## src/rtl/draw_sched_pkg.sv

```systemverilog
// Shared types and client index map for the frame draw scheduler.
// Latency: n/a (types and constants only).
// Backpressure: n/a.
package draw_sched_pkg;

    // Scheduler phases: wait for vsync, pick a client, serve it, wait for its done to drop, end of frame
    typedef enum logic [2:0] {
        IDLE  = 3'd0,
        SCAN  = 3'd1,
        GRANT = 3'd2,
        ACK   = 3'd3,
        FDONE = 3'd4
    } sched_state_e;

    localparam int N_SPRITE_DEF = 4;
    localparam int NC_DEF       = N_SPRITE_DEF + 2;

    // Painter's order is plain ascending index: map first, sprites next, HUD last
    localparam int CLIENT_MAP   = 0;
    localparam int CLIENT_SPR0  = 1;
    localparam int CLIENT_HUD   = NC_DEF - 1;

endpackage

```

## src/rtl/draw_port_mux.sv

```systemverilog
// Forwards the granted client's x/y/colour/write onto the single VGA write port.
// Latency: purely combinational from the registered grant index.
// Backpressure: none; outputs are forced to zero whenever valid_i is low.
module draw_port_mux #(
    parameter int NC  = 6,
    parameter int X_W = 9,
    parameter int Y_W = 8,
    parameter int C_W = 6,
    localparam int GW = (NC > 1) ? $clog2(NC) : 1
) (
    input  logic              valid_i,
    input  logic [GW-1:0]     grant_idx_i,
    input  logic [NC*X_W-1:0] client_x_i,
    input  logic [NC*Y_W-1:0] client_y_i,
    input  logic [NC*C_W-1:0] client_colour_i,
    input  logic [NC-1:0]     client_write_i,
    output logic [X_W-1:0]    vga_x_o,
    output logic [Y_W-1:0]    vga_y_o,
    output logic [C_W-1:0]    vga_colour_o,
    output logic              vga_write_o
);

    // Select the granted client's fields; nothing leaks through outside a grant
    always_comb begin
        vga_x_o      = '0;
        vga_y_o      = '0;
        vga_colour_o = '0;
        vga_write_o  = 1'b0;
        if (valid_i) begin
            vga_x_o      = client_x_i[grant_idx_i*X_W +: X_W];
            vga_y_o      = client_y_i[grant_idx_i*Y_W +: Y_W];
            vga_colour_o = client_colour_i[grant_idx_i*C_W +: C_W];
            vga_write_o  = client_write_i[grant_idx_i];
        end
    end

endmodule

```

## src/rtl/draw_scheduler.sv

```systemverilog
// Per-frame sequencer/arbiter granting the VGA write port to map, sprites, HUD in turn.
// Latency: enable rises two edges after frame_start is sampled; >=2 idle cycles between grants.
// Backpressure: waits on each client's done (then its release); a watchdog aborts stuck grants.
module draw_scheduler
    import draw_sched_pkg::*;
#(
    parameter int N_SPRITE  = N_SPRITE_DEF,
    parameter int X_W       = 9,
    parameter int Y_W       = 8,
    parameter int C_W       = 6,
    parameter int MAX_GRANT = 65535,
    localparam int NC       = N_SPRITE + 2,
    localparam int GW       = (NC > 1) ? $clog2(NC) : 1,
    localparam int WD_W     = $clog2(MAX_GRANT + 1)
) (
    input  logic              clock,
    input  logic              reset,
    input  logic              frame_start_i,
    input  logic [NC-1:0]     client_req_i,
    input  logic [NC-1:0]     client_done_i,
    input  logic [NC*X_W-1:0] client_x_i,
    input  logic [NC*Y_W-1:0] client_y_i,
    input  logic [NC*C_W-1:0] client_colour_i,
    input  logic [NC-1:0]     client_write_i,
    output logic [NC-1:0]     client_enable_o,
    output logic [X_W-1:0]    vga_x_o,
    output logic [Y_W-1:0]    vga_y_o,
    output logic [C_W-1:0]    vga_colour_o,
    output logic              vga_write_o,
    output logic              busy_o,
    output logic              frame_done_o,
    output logic              overrun_o,
    output logic              timeout_err_o
);

    sched_state_e    state_q, state_d;
    logic [NC-1:0]   pending_q, pending_d;
    logic [NC-1:0]   enable_q, enable_d;
    logic [GW-1:0]   grant_idx_q, grant_idx_d;
    logic [GW-1:0]   low_idx;
    logic [WD_W-1:0] wd_cnt_q, wd_cnt_d;
    logic            frame_done_q, frame_done_d;
    logic            overrun_q, overrun_d;
    logic            timeout_q, timeout_d;
    logic            granted_done;
    logic            wd_expired;
    logic            mux_vld;

    assign granted_done = client_done_i[grant_idx_q];
    assign wd_expired   = (wd_cnt_q == WD_W'(MAX_GRANT - 1));
    assign mux_vld      = (state_q == GRANT);

    // Lowest pending index: scanning downward lets the lowest set bit win
    always_comb begin
        low_idx = '0;
        for (int i = NC - 1; i >= 0; i--) begin
            if (pending_q[i]) begin
                low_idx = GW'(i);
            end
        end
    end

    // State register
    always_ff @(posedge clock) begin
        if (reset) begin
            state_q <= IDLE;
        end else begin
            state_q <= state_d;
        end
    end

    // Next-state: done beats the watchdog; ACK holds until the old client releases done
    always_comb begin
        state_d = state_q;
        case (state_q)
            IDLE:    if (frame_start_i) state_d = SCAN;
            SCAN:    state_d = (pending_q == '0) ? FDONE : GRANT;
            GRANT:   if (granted_done || wd_expired) state_d = ACK;
            ACK:     if (!granted_done) state_d = SCAN;
            FDONE:   state_d = IDLE;
            default: state_d = IDLE;
        endcase
    end

    // Output/datapath next values: pending bookkeeping, enable, watchdog and sticky flags
    always_comb begin
        pending_d    = pending_q;
        grant_idx_d  = grant_idx_q;
        enable_d     = enable_q;
        wd_cnt_d     = wd_cnt_q;
        frame_done_d = 1'b0;
        overrun_d    = overrun_q | (frame_start_i && (state_q != IDLE));
        timeout_d    = timeout_q;
        case (state_q)
            IDLE: begin
                if (frame_start_i) begin
                    pending_d = client_req_i;
                end
            end
            SCAN: begin
                if (pending_q != '0) begin
                    grant_idx_d = low_idx;
                    enable_d    = NC'(1) << low_idx;
                    wd_cnt_d    = '0;
                end else begin
                    frame_done_d = 1'b1;
                end
            end
            GRANT: begin
                wd_cnt_d = wd_cnt_q + WD_W'(1);
                if (granted_done) begin
                    pending_d[grant_idx_q] = 1'b0;
                    enable_d               = '0;
                end else if (wd_expired) begin
                    timeout_d              = 1'b1;
                    pending_d[grant_idx_q] = 1'b0;
                    enable_d               = '0;
                end
            end
            default: begin
            end
        endcase
    end

    // Datapath registers; reset discards all pending work and drops enable at once
    always_ff @(posedge clock) begin
        if (reset) begin
            pending_q    <= '0;
            grant_idx_q  <= '0;
            enable_q     <= '0;
            wd_cnt_q     <= '0;
            frame_done_q <= 1'b0;
            overrun_q    <= 1'b0;
            timeout_q    <= 1'b0;
        end else begin
            pending_q    <= pending_d;
            grant_idx_q  <= grant_idx_d;
            enable_q     <= enable_d;
            wd_cnt_q     <= wd_cnt_d;
            frame_done_q <= frame_done_d;
            overrun_q    <= overrun_d;
            timeout_q    <= timeout_d;
        end
    end

    assign client_enable_o = enable_q;
    assign busy_o          = (state_q != IDLE);
    assign frame_done_o    = frame_done_q;
    assign overrun_o       = overrun_q;
    assign timeout_err_o   = timeout_q;

    draw_port_mux #(
        .NC  (NC),
        .X_W (X_W),
        .Y_W (Y_W),
        .C_W (C_W)
    ) u_port_mux (
        .valid_i         (mux_vld),
        .grant_idx_i     (grant_idx_q),
        .client_x_i      (client_x_i),
        .client_y_i      (client_y_i),
        .client_colour_i (client_colour_i),
        .client_write_i  (client_write_i),
        .vga_x_o         (vga_x_o),
        .vga_y_o         (vga_y_o),
        .vga_colour_o    (vga_colour_o),
        .vga_write_o     (vga_write_o)
    );

endmodule

```

## config.mk

```make
export PLATFORM = sky130hd
export DESIGN_NAME = draw_scheduler
export DESIGN_NICKNAME = d
export VERILOG_FILES = /design/src/rtl/draw_sched_pkg.sv /design/src/rtl/draw_port_mux.sv /design/src/rtl/draw_scheduler.sv
export SDC_FILE = /design/constraint.sdc
export NUM_CORES = 1
export LEC_CHECK = 0
export CAP_MARGIN = 10
export CORE_MARGIN = 4
export CORE_UTILIZATION = 35
export CTS_BUF_LIST = sky130_fd_sc_hd__clkbuf_8 sky130_fd_sc_hd__clkbuf_16
export CTS_CLUSTER_SIZE = 10
export DETAILED_ROUTE_END_ITERATION = 16
export PLACE_DENSITY_LB_ADDON = 0.3
export SETUP_SLACK_MARGIN = 0.5
export SLEW_MARGIN = 20
export SYNTH_ARGS = -nofsm -noshare
export SYNTH_HDL_FRONTEND = slang
export SYNTH_SLANG_ARGS = --single-unit
```

## constraint.sdc

```tcl
create_clock -name clock -period 1.9 [get_ports clock]
set_clock_uncertainty 0.15 [all_clocks]
set_input_delay 0.19 -clock clock [delete_from_list [all_inputs] [get_ports clock]]
set_output_delay 0.19 -clock clock [all_outputs]
set_load 0.05 [all_outputs]
```

==> summary.md, run 1 <==
The detailed router placed 4927 vias in this run. The proportion of layout cells with a drive suffix above 1 was 0.4193. The logs give -0.3041 ns for the setup slack after layout and 854 for the net total in the final layout. The biggest fanout along the worst timing path works out to 7.

The leakage dissipation came out at 2.616 nW. The period utilization is 1.160. In this run the cell area measured after placement is 6172 um^2. Summed over all layers, the routed wires come to 19.81 mm. The power density normalized to cell area came out at 580.2 nW/um^2. The tools report the starting density of the core as 0.3597. Type of the most critical hold path: register to register.

In this run the power spent charging and discharging nets is 0.001659 W. Entering global routing, the biggest net connects 21 pins. The tools report the count of maximum capacitance violations as 0. Subtracting the final worst setup slack from the clock period gives 2.204 ns.

The cell that appears most often on the critical path is sky130_fd_sc_hd__buf_12. The share of the yosys chip area belonging to registers is 0.2218. The length of the first detailed-routing pass in iterations was 5; the synthesized flop and latch total was 37.

The area of the mapped netlist was 3339 um^2. After floorplanning, the core was sized to cover 9284 um^2. The count of input and output buffers works out to 192. The CTS clock-pin slew for the worst setup and hold paths works out to 0.08 ns. TritonCTS built the clock tree.

The flow ran to the end, but the final reports show violations. Data on the critical path arrives at its endpoint at 1.86 ns. For this run, the top clock speed supported by timing is 0.4537 GHz.

STA classifies the critical path startpoint as a register. The setup path with the least slack is of type register to output port. The number of DRC markers after the initial detailed-route iteration is 382. The worst register-to-register path begins at grant_idx_q[0]. The design draws 0.004294 W.

From bottom edge to top edge, the die measures 105.7 um. For this run, design rule violations remaining after detail routing come to 0. Detailed placement ended at an HPWL of 12.27 mm. Summed over all layers, the global routing overflow is 0. The largest buffer count on any clock path is 2, and the number of enable flip-flop cells after synthesis is 0. The switching part of the total is 0.3864. The area growth from synthesis to layout is 121.7%. The number of antenna violations at the first check in global routing came out at 0. The number of sinks on the clock net is 37, and the detailed-route vias per instance is 5.987. In this design, the stage delay of the slowest critical-path cell is 0.44 ns. The repair_antennas step left the layout with diodes totalling 0.

The slew of the pin with the lowest slew margin is 0.5732 ns, and the part of the power in registers is 0.211. The run gives 2 as the number of levels in the clock H-tree. The floorplan step set the die width to 105.7 um.

The share of the synthesized area in the top cell type is 0.2218. The cell taking the most area after synthesis was sky130_fd_sc_hd__dfxtp_1. The run gives 0.618 as the combinational power share. Setup repair after global routing could not meet its margin everywhere. The worst path required time was 1.56 ns; the number of nets still failing antenna checks after routing was 0.

Max-slew headroom at the worst pin: 0.6144. The count of hold buffers inserted by post-cts repair was 0; the average wire per standard cell was 24.06 um. The fraction of registers with async set/reset is 0, and the number of distinct standard cells referenced by the synthesized netlist is 58. Summed over all failing endpoints, the final setup total negative slack is -6.866 ns.

The average cell area after synthesis was 7.748 um^2; the internal power of the cells was 0.002635 W. For the number of inserted filler cells in the final layout, the log shows 542. IR analysis of the VDD net gives a maximum drop of 0.0006020 V. The largest individual stage delay along the critical path comes from the cell sky130_fd_sc_hd__dfxtp_4.

For the number of rows created at floorplan, the log shows 35. The tools report the utilization after layout as 0.7973. The final reports fail on setup timing. For the global router's overall resource usage, the log shows 0.3100. The tools report the clock network power share as 0.170. The beginning of the worst hold path was overrun_o. The tools report the hold violation count in the final report as 0. Synthesis produced 431 cells. Synthesis produced a netlist with a net count of 592. Among all flip-flop cells after synthesis, the most frequent one is sky130_fd_sc_hd__dfxtp_1.

The logs give 39 for the number of setup violations in the final report and 5 for the TritonCTS buffer count. Sorting the synthesized cells by area gives the leading types as sky130_fd_sc_hd__dfxtp_1, sky130_fd_sc_hd__mux2i_1, sky130_fd_sc_hd__a21oi_1. For the worst-skew pair, the clock arrives at the later sink with an insertion delay of 0.30 ns. The area of all placed cells without fillers is 7402 um^2. The endpoint kind of the worst setup timing path was an output port. The run gives 27.23 mm as the wire length of the first global-routing pass.

The source of the critical timing path is grant_idx_q[1]. Final max-slew violation count: 0. Routability-driven placement finished with a final weighted congestion of 0.9048. The tools report the number of global-route vias before repair as 4773. The critical path goes through buf_12 -> buf_16 -> mux2i_1 -> a2bb2oi_1 -> o22a_1 -> nor2_4 -> buf_12. Pin placement for this block handled 193 I/O pins.

The CTS root buffer was sky130_fd_sc_hd__clkbuf_8. Number of synthesis warnings: 0. The die covers 11170 um^2.
[registers in the layout, summed over array words and instances, names as in the netlist]
signal and cells:
grant_idx_q 3, overrun_o 1, state_q 3, frame_done_o 1, timeout_err_o 1, wd_cnt_q 16
pending_q 6, client_enable_o 6
[power groups by stage]
stage	Sequential [W]	Clock (W)	Combinational, W
after floorplan	0.000939	0	0.00112
after global placement	0.000907	0	0.00198
after detailed placement	0.000911	0	0.00201
after CTS	0.000900	0.000724	0.00243
after global routing	0.000914	0.000771	0.00275
final	0.000907	0.000732	0.00266
[timing repair]
| item | 4_1_cts | 5_1_grt |
|---|---|---|
| setup buffers | 32 | 7 |
| cloned | 8 | 1 |
| setup endpoints to repair | 67 | 63 |
| gates resized for setup | 133 | 57 |
| hold endpoints to repair | 0 | 0 |
| pin swaps | 50 | 23 |
[metrics by stage]
stage | worst slack [ns] | std cells | hold slack [ns]
2_1_floorplan | -0.08249 | 431 | 0.1807
3_3_place_gp | -0.07177 | 767 | 0.3050
3_5_place_dp | -0.09430 | 767 | 0.3117
4_1_cts | -0.2586 | 815 | 0.3342
5_1_grt | -0.3436 | 823 | 0.3653
6_report | -0.3041 | 823 | 0.3331
[cells in the final DEF (no fill, tap or decap), types with 8 or more instances in the layout]
master                            count
sky130_fd_sc_hd__o21ai_0             14
sky130_fd_sc_hd__nor2_4              11
sky130_fd_sc_hd__buf_4               55
sky130_fd_sc_hd__nand2_1             14
sky130_fd_sc_hd__buf_12              29
sky130_fd_sc_hd__a22oi_2             13
sky130_fd_sc_hd__or2_4               10
sky130_fd_sc_hd__buf_6               27
sky130_fd_sc_hd__clkdlybuf4s50_1    158
sky130_fd_sc_hd__a21oi_4              9
sky130_fd_sc_hd__a21oi_2             20
sky130_fd_sc_hd__mux2_2               8
sky130_fd_sc_hd__a21oi_1             16
sky130_fd_sc_hd__nor2b_1              8
sky130_fd_sc_hd__nor2_1              29
sky130_fd_sc_hd__dfxtp_1             28
sky130_fd_sc_hd__mux2i_1             31
sky130_fd_sc_hd__a21o_1               9
sky130_fd_sc_hd__o211ai_1             8
sky130_fd_sc_hd__nand3_1             16
sky130_fd_sc_hd__nand4_1             12
sky130_fd_sc_hd__dfxtp_4              8
[critical path, delay by kind of cell (launching register included)]
kind                   cells  cell delay, ns
and+or+nand+nor            1            0.07
AOI/OAI and AO/OA          2            0.46
muxes                      1            0.21
buffers and inverters      3            0.39
DFF                        1            0.44
[synthesized netlist by cell type, types with 3 or more instances]
cell	n
sky130_fd_sc_hd__nor2_1	46
sky130_fd_sc_hd__a21oi_1	42
sky130_fd_sc_hd__dfxtp_1	37
sky130_fd_sc_hd__mux2i_1	35
sky130_fd_sc_hd__nand2_1	21
sky130_fd_sc_hd__nand3_1	21
sky130_fd_sc_hd__buf_2	15
sky130_fd_sc_hd__a22oi_1	14
sky130_fd_sc_hd__mux2_2	14
sky130_fd_sc_hd__o21ai_0	14
sky130_fd_sc_hd__clkbuf_1	13
sky130_fd_sc_hd__a211oi_1	12
sky130_fd_sc_hd__nand4_1	12
sky130_fd_sc_hd__nor2b_1	12
sky130_fd_sc_hd__or2_2	11
sky130_fd_sc_hd__a21o_1	10
sky130_fd_sc_hd__o211ai_1	8
sky130_fd_sc_hd__inv_1	7
sky130_fd_sc_hd__o22a_1	7
sky130_fd_sc_hd__a2bb2oi_1	5
sky130_fd_sc_hd__a31oi_1	5
sky130_fd_sc_hd__and4_1	5
sky130_fd_sc_hd__nor3_1	5
sky130_fd_sc_hd__or3_1	5
sky130_fd_sc_hd__a21oi_2	3
sky130_fd_sc_hd__and3_1	3
sky130_fd_sc_hd__buf_4	3
sky130_fd_sc_hd__buf_6	3
sky130_fd_sc_hd__nand2b_1	3
sky130_fd_sc_hd__or4_1	3
[path summary, 6_finish.rpt]
path | endpoint | slack, ns | depth (start not counted)
worst max-delay path | vga_write_o | -0.30 | 7
worst max register to register | pending_q[0] | -0.17 | 7
worst min-delay path | overrun_o | 0.33 | 2
worst min register to register | overrun_o | 0.33 | 2
[layer usage]
| layer | wire [um] | GRT usage | vias to the layer above |
|---|---|---|---|
| met5 | 0 | 0 | - |
| met4 | 881 | 0.1138 | 0 |
| met3 | 1719 | 0.07348 | 74 |
| met2 | 10220 | 0.5719 | 304 |
| met1 | 6987 | 0.3430 | 2389 |
| li1 | - | - | 2160 |
[final cells by class]
cell class	instances	area, um^2	share of cell area
multi-input combinational	354	3137	0.4238
clock inverter	2	37.54	0.005071
inverter	7	26.28	0.003550
tap	129	161.4	0.02181
sequential	37	772.0	0.1043
clock buffer	6	82.58	0.01116
timing repair buffer	288	3186	0.4304
[cells by family after synthesis]
group / after synthesis / synth area share
multiplexers: 52 / 0.1701
buffers and inverters: 43 / 0.06407
AO/OA/AOI/OAI: 136 / 0.2773
XOR/XNOR: 1 / 0.002623
AND/OR/NAND/NOR: 160 / 0.2567
flip-flops: 37 / 0.2218
adder cells (fa/ha/maj): 2 / 0.007492
No activity file was read; power rests on OpenSTA's default activity.
==> run 2: changes to the inputs <==
--- a/config.mk
+++ b/config.mk
@@ -6,8 +6,9 @@
 export NUM_CORES = 1
 export LEC_CHECK = 0
 export CAP_MARGIN = 10
+export CORE_ASPECT_RATIO = 1.5
 export CORE_MARGIN = 4
-export CORE_UTILIZATION = 35
+export CORE_UTILIZATION = 32
 export CTS_BUF_LIST = sky130_fd_sc_hd__clkbuf_8 sky130_fd_sc_hd__clkbuf_16
 export CTS_CLUSTER_SIZE = 10
 export DETAILED_ROUTE_END_ITERATION = 16
==> constraint.sdc (replaced) <==
create_clock -name clock -period 2.7 [get_ports clock]
set_clock_uncertainty 0.15 [all_clocks]
set_input_delay 0.27 -clock clock [delete_from_list [all_inputs] [get_ports clock]]
set_output_delay 0.27 -clock clock [all_outputs]
set_load 0.05 [all_outputs]
==> run 2 against run 1 <==
- clock power shrank 6.4%
- die area grew 9.0%
- critical path depth shrank 1
- largest power group unchanged
- combinational power shrank 50%
- first-iteration DRC count shrank 45%
- final area shrank 17%
- hold slack lost 0.020 ns
- non-clock buffer count shrank 63
- the flow now finishes without violations
==> summary.md, run 2 (synthesis gave the netlist of run 1 again) <==
The run finished with clean final reports. The arrival time reported for the critical path endpoint is 1.78 ns. The number of setup violations in the final report is 0.

The clock tree synthesis step divided the H-tree into 2 levels. The floorplan has 45 rows. For the number of global-route vias before repair, the log shows 4349.

The area of all placed cells without fillers is 6170 um^2. Type of the most critical hold path: register to register. The flip-flop count of the largest register, all copies and words added works out to 16. The tools report the max-slew headroom at the worst pin as 0.5499. Dividing the detail-routed via count by the number of cells gives 5.579.

The tools report the CTS root buffer as sky130_fd_sc_hd__clkbuf_16. TritonCTS built the clock tree. The top cell types in the final layout, fill and taps aside, are sky130_fd_sc_hd__clkdlybuf4s50_1, sky130_fd_sc_hd__nor2_1, sky130_fd_sc_hd__mux2i_1, sky130_fd_sc_hd__a21oi_1, sky130_fd_sc_hd__dfxtp_1.

Counting instances, the worst hold path has a depth of 2. The proportion of layout cells with a drive suffix above 1 is 0.2393, and the count of input and output buffers is 192. The analysis attributes to cell leakage a power of 2.145 nW. The tools report the core region area as 10190 um^2. Static timing analysis puts the maximum clock frequency at 0.4538 GHz. The maximum vdd ir drop is 0.0003410 V, and the CTS clock-pin slew for the worst setup and hold paths is 0.06 ns.

Dividing total power by cell area gives a power density of 431.2 nW/um^2. Slew of the pin with the lowest slew margin: 0.6751 ns. The horizontal die dimension works out to 91.41 um. Die height: 133.1 um.

The worst register-to-register path has a depth of 7. Dividing the detail-routed wire length by the instance count gives 20.18 um. The global router's overall resource usage is 0.2408. The worst path required time was 2.28 ns. The number of antenna violations at the first check in global routing is 0, and the routability congestion estimate from global placement is 0.8788.

The most common cell after layout, fill and taps aside is sky130_fd_sc_hd__clkdlybuf4s50_1. The number of antenna diodes in the final layout is 0. The sort of element at the start of the critical path is a register.

Once placement finished, the instance area stood at 5578 um^2. The starting density of the core is 0.3277. The setup check on the worst reg-to-reg path leaves a slack of 0.59 ns. Adding up every negative setup slack in the final design gives 0 ns. wd_cnt_q holds more flip-flops than any other register.

In this run the critical register-to-register path is launched from grant_idx_q[0]. After the last flow step, the layout net total stands at 791. By startpoint and endpoint, the worst setup path is classified as register to output port.

Destination of the worst hold path: overrun_o. Entering global routing, the biggest net connects 32 pins. From synthesis to final layout, the design area changed by 84.75%. Total via count after detailed routing: 4307. The final max-slew violation count is 0. Setup repair after global routing could not meet its margin everywhere. The logs give 0.28 ns for the clock latency reported for the late side of the worst-skew pair and 0 for the final global-route overflow total.

The area enclosed by the die boundary is 12170 um^2. The endpoint kind of the worst setup timing path is an output port. The period utilization works out to 0.8161. The tools report the reg-to-reg endpoint as state_q[1]. The hold violation count in the final report was 0. For the wire length of the first global-routing pass, the log shows 23.48 mm. The minimum clock period after layout was 2.204 ns.

The biggest fanout along the worst timing path is 8. Utilization after layout: 0.6054. The logs give 37 for the number of sinks on the clock net and 0 for the post-detailed-route DRC marker count. During I/O placement, the number of pins put on the boundary was 193.

The pre-antenna-repair detailed-routing pass consisted of 4 iterations. Max-cap violations in this run came to 0. The worst hold path begins at overrun_o. Clock tree synthesis inserted a total of 5 buffers.

Detailed placement finished with a half-perimeter wire length of 11.54 mm. The largest buffer count on any clock path is 2. Hold repair after CTS inserted 0 buffers. The number of DRC markers after the initial detailed-route iteration is 212. The number of nets still failing antenna checks after routing was 0; the wire length reported by the detailed router was 15.58 mm.
-- run 2: cell types whose count changed in the layout (fill, tap and decap cells not counted), moves of 10 or more --
cell / before / now
sky130_fd_sc_hd__nor2_4: 11 / 1
sky130_fd_sc_hd__buf_12: 29 / 17
sky130_fd_sc_hd__buf_6: 27 / 10
sky130_fd_sc_hd__a21oi_1: 16 / 33
sky130_fd_sc_hd__buf_4: 55 / 26
-- run 2: cell type report --
type	instances	area, um^2
Fill cell	868	4021
Sequential cell	37	753.2
Clock inverter	2	33.78
Multi-Input combinational cell	354	2646
Inverter	7	26.28
Timing Repair Buffer	225	2395
Tap cell	141	176.4
Clock buffer	6	138.9
-- run 2: per-layer routing --
layer  track usage  vias up  wire length, um
met3       0.06441       35             1367
met5             0        -                0
li1              -     2020                -
met2        0.4372      220             7989
met4       0.08138        0              499
met1        0.2677     2032             5721
-- run 2: worst max path at each step --
stage                      endpoint  cells past startpoint  slack (ns)           start
floorplan                vga_x_o[4]                      6        0.29  grant_idx_q[1]
global placement    vga_colour_o[4]                      6        0.40  grant_idx_q[0]
global route        vga_colour_o[4]                      6        0.43  grant_idx_q[1]
finish                   vga_y_o[4]                      6        0.50  grant_idx_q[1]
detailed placement  vga_colour_o[4]                      6        0.37  grant_idx_q[0]
CTS                 vga_colour_o[4]                      6        0.45  grant_idx_q[0]
-- run 2: worst max-delay path, stage by stage, from the launching register on --
cell                       delay, ns
sky130_fd_sc_hd__dfxtp_4        0.42
sky130_fd_sc_hd__buf_4          0.14
sky130_fd_sc_hd__mux2_2         0.33
sky130_fd_sc_hd__a22oi_2        0.17
sky130_fd_sc_hd__o221ai_2       0.12
sky130_fd_sc_hd__and2_4         0.17
sky130_fd_sc_hd__buf_12         0.14
-- run 2: stage by stage --
step | hold slack [ns] | cells | total power, W | setup WS [ns]
after floorplan | 0.2607 | 431 | 0.001332 | 0.2875
after global placement | 0.3052 | 745 | 0.001813 | 0.3978
after detailed placement | 0.3050 | 745 | 0.001832 | 0.3729
after CTS | 0.3197 | 760 | 0.002576 | 0.4536
after global routing | 0.3423 | 772 | 0.002779 | 0.4298
final | 0.3130 | 772 | 0.002660 | 0.4964
-- run 2: power by group --
| part | total (W) | internal [W] | leakage, nW | switching (W) |
|---|---|---|---|---|
| Clock | 0.000685 | 0.000458 | 0.0883 | 0.000227 |
| Sequential | 0.000642 | 0.000583 | 0.303 | 0.0000589 |
| Combinational | 0.00133 | 0.000663 | 1.75 | 0.000670 |
-- run 2: what timing repair did --
item / CTS / global route
cloned: 2 / 4
pin swaps: 4 / 18
setup endpoints to repair: 28 / 34
buffers inserted: 5 / 8
resized for setup: 31 / 33
==> run 3: changes to the inputs <==
==> constraint.sdc (replaced) <==
create_clock -name clock -period 2 [get_ports clock]
set_clock_uncertainty 0.15 [all_clocks]
set_input_delay 0.2 -clock clock [delete_from_list [all_inputs] [get_ports clock]]
set_output_delay 0.2 -clock clock [all_outputs]
set_load 0.05 [all_outputs]
==> run 3 against run 2 <==
- critical path type unchanged
- non-clock buffer count rose by 65
- total power rose by 61%
- cell count rose by 8.2%
- largest power group unchanged
- sequential share of layout area fell by 2.1 points
- routed wire length rose by 20%
- hold slack improved by 0.023 ns
- the flow now finishes with violations (setup timing)
- combinational power rose by 98%
- first-iteration DRC count rose by 79%
- die area did not move
==> summary.md, run 3 (synthesis gave the netlist of run 1 again) <==
Setup repair after global routing could not meet its margin everywhere. The tools report the number of DRC markers after the initial detailed-route iteration as 380. The critical path class was register to output port. Global routing finished with a remaining overflow of 0.

Counting every sink on the clock net gives 37. For this design the top-level I/O count stands at 193. For the number of global-route vias before repair, the log shows 4923. Total power for the finished layout comes to 0.004279 W. The type of the most critical hold path is register to register. The number of nets still failing antenna checks after routing was 0. In this run the vertical extent of the chip is 133.1 um.

The run gives 18.68 mm as the wire length reported by the detailed router. The tools report the hold violation count in the final report as 0. The final-layout setup total negative slack is -2.751 ns, and the number of rows created at floorplan is 45. The most common cell after layout, fill and taps aside is sky130_fd_sc_hd__clkdlybuf4s50_1. The largest buffer count on any clock path is 2, and the wire length of the first global-routing pass is 27.31 mm.

STA classifies the critical path startpoint as a register. The run gives 0.181 as the clock network power share. Register with the most flip-flops: wd_cnt_q. The H-tree was split into 2 levels. The routed layout has 4849 vias. The CTS clock-pin slew for the worst setup and hold paths was 0.06 ns.

Summed over all nets, the switching power comes to 0.001644 W. The max-slew headroom at the worst pin was 0.5558; the power density normalized to cell area was 560.1 nW/um^2. The combinational power share is 0.617. The first detailed-routing pass took 5 iterations. The count of input and output buffers came out at 192. The routability congestion estimate from global placement is 0.8652, and the period utilization is 1.084. The tools report the endpoint kind of the worst setup timing path as an output port. The proportion of layout cells with a drive suffix above 1 was 0.4452; the starting density of the core was 0.3277. The worst-case IR drop observed on VDD is 0.0005145 V. In this run the standard cell core region covers 10190 um^2. Before CTS, the worst setup slack after placement is -0.005588 ns.

Detailed placement finished with a half-perimeter wire length of 12.08 mm. The total inserted antenna cells is 0. The run finished, with violations left.

The tools report the final max-slew violation count as 0. The net count of the finished layout is 854. The post-detailed-route DRC marker count was 0; the horizontal die dimension was 91.41 um.

The arrival time reported for the critical path endpoint was 1.82 ns; the switching part of the total was 0.3841. Fill cells in the final layout number 605. The detailed-route vias per instance is 5.807. The tool flagged a number of max-cap violations equal to 0. The clock latency reported for the late side of the worst-skew pair is 0.29 ns, and the flip-flop count of the largest register, all copies and words added is 16. The number of setup violations in the final report is 29. The slew of the pin with the lowest slew margin works out to 0.6613 ns. In the layout the commonest cells are sky130_fd_sc_hd__clkdlybuf4s50_1, sky130_fd_sc_hd__buf_4, sky130_fd_sc_hd__buf_6. Derived from the worst setup path, the maximum achievable clock frequency is 0.4613 GHz. Buffers inserted to repair hold after CTS numbered 0. The CTS root buffer was sky130_fd_sc_hd__clkbuf_16. For the worst setup path, the data required time is 1.65 ns. The area growth from synthesis to layout was 128.8%. TritonCTS built the clock tree. The average wire per standard cell came out at 22.37 um.

Of all nets on the critical path, the largest fanout is 6. The number of antenna violations at the first check in global routing was 0; the largest net degree at the start of global routing was 32. The checks that failed: setup timing.

The part of the power in registers is 0.202, and the minimum clock period after layout is 2.168 ns. For the setup slack after layout, the log shows -0.1678 ns. The count of cells in the finished layout, fillers not included, comes to 835.

Cell internal power was estimated by the tool at 0.002635 W. The logs give 5 for the TritonCTS buffer count and 0.2818 for the global router's overall resource usage. The cell count after placement is 764, and the area enclosed by the die boundary is 12170 um^2. The tools report the leakage dissipation as 2.660 nW.
==> run 3: per-stage QoR <==
stage / hold slack (ns) / utilization / cell area, um^2
floorplan: 0.1907 / - / 3711
detailed placement: 0.3216 / 0.5945 / 6058
CTS: 0.3392 / 0.7056 / 7191
global route: 0.3605 / 0.7497 / 7640
finish: 0.3356 / 0.7497 / 7640
global placement: 0.3074 / 0.5945 / 6058
==> run 3: critical path, stage by stage, from the launching register on <==
cell	delay, ns
sky130_fd_sc_hd__dfxtp_4	0.43
sky130_fd_sc_hd__clkbuf_16	0.17
sky130_fd_sc_hd__nor2b_4	0.27
sky130_fd_sc_hd__a22oi_2	0.13
sky130_fd_sc_hd__o22a_1	0.26
sky130_fd_sc_hd__nor2_4	0.11
sky130_fd_sc_hd__buf_12	0.14
==> run 3: final timing paths <==
| path | start | to | slack (ns) | cells after the start |
|---|---|---|---|---|
| max | grant_idx_q[0] | vga_colour_o[5] | -0.17 | 6 |
| min | overrun_o | overrun_o | 0.34 | 2 |
| max reg2reg | grant_idx_q[0] | pending_q[3] | -0.03 | 7 |
| min reg2reg | overrun_o | overrun_o | 0.34 | 2 |
==> run 3: area by class of cell <==
cell class,instances,area (um^2),area share
multi-input combinational,352,3254,0.4260
clock buffer,5,125.1,0.01638
inverter,7,26.28,0.003439
tap,141,176.4,0.02309
sequential,37,769.5,0.1007
timing repair buffer,290,3274,0.4286
clock inverter,3,13.76,0.001802
==> run 3: repair_timing <==
item | in CTS | in global routing
gates cloned | 7 | 3
resized for setup | 150 | 74
endpoints found under the setup margin | 67 | 67
pin swaps | 49 | 43
buffers inserted | 40 | 13
==> run 3: routing by layer <==
metal  track usage  share of wire
met5             0              0
met4        0.1116          0.041
met3       0.05989          0.087
met2        0.5266           0.53
met1        0.3031           0.35
==> run 3: power by group through the flow <==
stage / combinational (W) / sequential, W / clock [W]
after floorplan: 0.00106 / 0.000892 / 0
after global placement: 0.00183 / 0.000862 / 0
after detailed placement: 0.00185 / 0.000865 / 0
after CTS: 0.00235 / 0.000848 / 0.000769
after global routing: 0.00274 / 0.000867 / 0.000806
final: 0.00264 / 0.000865 / 0.000776
==> RTL change 1, RTL diff (settings of run 2) <==
Encoding of `sched_state_e`: now one-hot (5 bits for 5 states).
--- a/src/rtl/draw_sched_pkg.sv
+++ b/src/rtl/draw_sched_pkg.sv
@@ -6,8 +6,8 @@
     // Scheduler phases: wait for vsync, pick a client, serve it, wait for its done to drop, end of frame
-    typedef enum logic [2:0] {
-        IDLE  = 3'd0,
-        SCAN  = 3'd1,
-        GRANT = 3'd2,
-        ACK   = 3'd3,
-        FDONE = 3'd4
+    typedef enum logic [4:0] {
+        IDLE  = 5'b00001,
+        SCAN  = 5'b00010,
+        GRANT = 5'b00100,
+        ACK   = 5'b01000,
+        FDONE = 5'b10000
     } sched_state_e;
Behaviour: same outputs for any inputs over 10 cycles, from zero or initial values and one cycle with reset high; not proved beyond that.
==> RTL change 1 against run 2 <==
Count of clock-buffer cells in the layout is 1 lower. Setup slack worse by 0.040 ns. Sequential cell count is 2 higher. Worst hold slack better by 0.012 ns. Final area hardly changed. Non-clock buffer count is 2 higher. Wire length is 2.1% lower. Total power is 24% lower. Synthesized area is 1.6% lower.
==> RTL change 1: results <==
status:
  outcome: "finished clean"
drt:
  first_iter_violations: 253
  via_per_inst: 5.71
  wl_per_cell_um: 20.6
  dr.pass1.iters: 5
layout:
  drive_gt1_frac: 0.252
  multi_input_area_share: 0.413
  n_all_inverters: 9
  seqCellArea_sq_um: 790
  num-fill-cells: 856
  n_antenna_cell: 1
  buffers: 227
  clock_buffers: 5
  clk_share: 0.0227
  multiInputCombCellCount: 339
  nets: 782
  buf_share: 0.406
global_routing:
  grt_pass1_vias: 4203
  grt_pass1_wl_um: 23400
  antenna_found_initial: 1
  grt_max_degree: 29
  grt_usage: 0.243
placement:
  hpwl_um: 11800
  gp_congestion: 0.866
logic_synthesis:
  synth-xor-area-share: 0.0187
  synthMuxAreaShare: 0.181
  syn-num-nets: 579
  synth_seq_area_share: 0.238
  synthTopCellsByArea: "dfxtp_1 (24%), mux2i_1 (8.5%), nor2_1 (7.5%)"
power_and_ir_drop:
  power.switching_mw: 0.647
  leakagePower_nw: 2.09
  pwr-share-seq: 0.322
  swShare: 0.319
  vdd_ir_drop_max_v: 0.000383
setup_path:
  endpoint: "vga_colour_o[2]"
  r2r-end: "pending_q[5]"
  ff2ff_setup_slack_ns: 0.55
clock_network:
  cts_sinks: 39
  insertion_delay_ns: 0.29
sta:
  slew_headroom: 0.619
==> RTL change 1: changes by cell type in the layout (fill, tap and decap cells not counted), sizes merged, moves of 6 or more <==
cell / change
nand2: -7
a211oi: -10
mux2i: -7
a21o: -10
nor2b: -6
o21ai: +10
or2: -11
o22a: +6
nand4: -6
nor2: +20
nand3: -8
==> RTL change 1: stage by stage <==
step	setup slack [ns]	std cells	instance area, sq um	hold slack [ns]
detailed placement	0.365	713	5650	0.319
finish	0.457	740	6170	0.325
floorplan	0.403	418	3380	0.252
global placement	0.484	713	5650	0.304
CTS	0.454	732	6010	0.332
global route	0.368	740	6170	0.381
==> RTL change 1: per-layer routing <==
metal	GRT usage	share of wire
met2	0.437	0.52
met3	0.0714	0.097
met4	0.0869	0.030
met5	0	0
met1	0.268	0.35
==> RTL change 1: worst max-delay path, delay by kind of cell (launching register included) <==
family / cells / cell delay [ns]
AO/OA/AOI/OAI: 2 / 0.42
buffers and inverters: 3 / 0.57
AND/OR/NAND/NOR: 2 / 0.12
flip-flops: 1 / 0.43
==> RTL change 2, RTL diff (flow settings as in run 2) <==
Made on the original files. `Y_W` is set to 8 in 2 places; all go to 6.
--- a/src/rtl/draw_port_mux.sv
+++ b/src/rtl/draw_port_mux.sv
@@ -6,3 +6,3 @@
     parameter int X_W = 9,
-    parameter int Y_W = 8,
+    parameter int Y_W = 6,
     parameter int C_W = 6,
--- a/src/rtl/draw_scheduler.sv
+++ b/src/rtl/draw_scheduler.sv
@@ -8,3 +8,3 @@
     parameter int X_W       = 9,
-    parameter int Y_W       = 8,
+    parameter int Y_W       = 6,
     parameter int C_W       = 6,
Ports: changed (resized client_y_i and vga_y_o); port bits go from 193 to 179. The function was not compared with the original's and may differ.
==> RTL change 2 against run 2 <==
Synthesized area shrank 11%. Final area fell by 2.1%. Largest cell class unchanged. Global-route usage down 2.7 points. Combinational power up 9.8%. Highest routed layer unchanged. Wire length fell by 20%. Critical path type unchanged. First-iteration DRC count down 12%. Setup slack worse by 0.050 ns. Total power fell by 0.59%. Largest power group unchanged. Sequential cell count stayed put. Register-to-register slack lost 0.03 ns.
==> RTL change 2: results <==
logic_synthesis:
  syn-num-nets: 530
  synth_cell_types: 51
  avgSynthCellArea_sq_um: 7.76
  synth_seq_area_share: 0.251
  synthTopCellsByCount: "nor2_1 (66), dfxtp_1 (37), mux2_2 (29)"
  synthTopCellsByArea: "dfxtp_1 (25%), mux2_2 (11%), nor2_1 (8.4%)"
setup_path:
  worstPathMaxFanout: 7
  cp.arrival_ns: 1.83
  r2r-end: "wd_cnt_q[15]"
  cpPeakStageDelay_ns: 0.44
  critPathTopFamily: "flip-flops"
  rr_startpoint: "state_q[0]"
  endpoint: "vga_x_o[7]"
  startpoint: "grant_idx_q[0]"
  ff2ff_path_depth: 5
power_and_ir_drop:
  combPwrFrac: 0.552
  leakagePower_nw: 2.16
  p_seq_mw: 0.636
  power.switching_mw: 0.967
  p_per_area_mw_per_mm2: 438
  vdd_ir_drop_max_v: 0.000461
hold_path:
  whs_endpoint: "timeout_err_o"
  hold_path.startpoint: "timeout_err_o"
global_routing:
  grt_pass1_vias: 3924
  use_met1: 0.215
  grt_use_met3: 0.0569
  grt_max_degree: 21
  use_met2: 0.415
placement:
  hpwl_um: 9190
  portBuffers: 178
  dp_cells: 663
  gp_congestion: 0.860
layout:
  num-fill-cells: 695
  drive_gt1_frac: 0.317
  nets: 737
drt:
  wl_met1_um: 4100
  dr_wl_met3_um: 959
  route.met2.wl_um: 7080
  first_iter_violations: 187
  wl_per_cell_um: 17.8
  finalWirelength_um: 12500
  vias: 3816
status:
  outcome: "finished clean"
sta:
  slew_headroom: 0.631
  period_needed_ns: 2.25
clock_network:
  post_cts_buffers: 14
  clockBufferDepth: 2
  cts_resized: 29
==> RTL change 2: changes by cell type after synthesis, moves of 6 or more <==
cell / delta
mux2_2: +15
a21oi_1: -23
mux2i_1: -17
buf_2: -9
o211ai_1: -6
a21o_1: -10
nor2_1: +20
or2_2: -10
a221oi_1: +8
nand4_1: -10
o21ai_0: +6
nand3_1: -7
==> RTL change 2: kinds of logic (layout without fill, tap and decap cells) <==
family,after synthesis,after routing,share of synthesized area
XOR/XNOR,1,1,0.00296
flip-flops,37,37,0.251
AO/OA/AOI/OAI,102,102,0.231
multiplexers,52,52,0.209
adder cells (fa/ha/maj),2,2,0.00846
AND/OR/NAND/NOR,152,152,0.248
buffers and inverters,35,243,0.0491
==> RTL change 2: cell type report <==
type,count,area [sq um],area share
Timing Repair Buffer,229,2460,0.408
Clock buffer,5,125,0.0207
Tap cell,110,138,0.0228
Sequential cell,37,756,0.125
Clock inverter,3,13.8,0.00228
Multi-Input combinational cell,309,2520,0.418
Inverter,6,22.5,0.00373
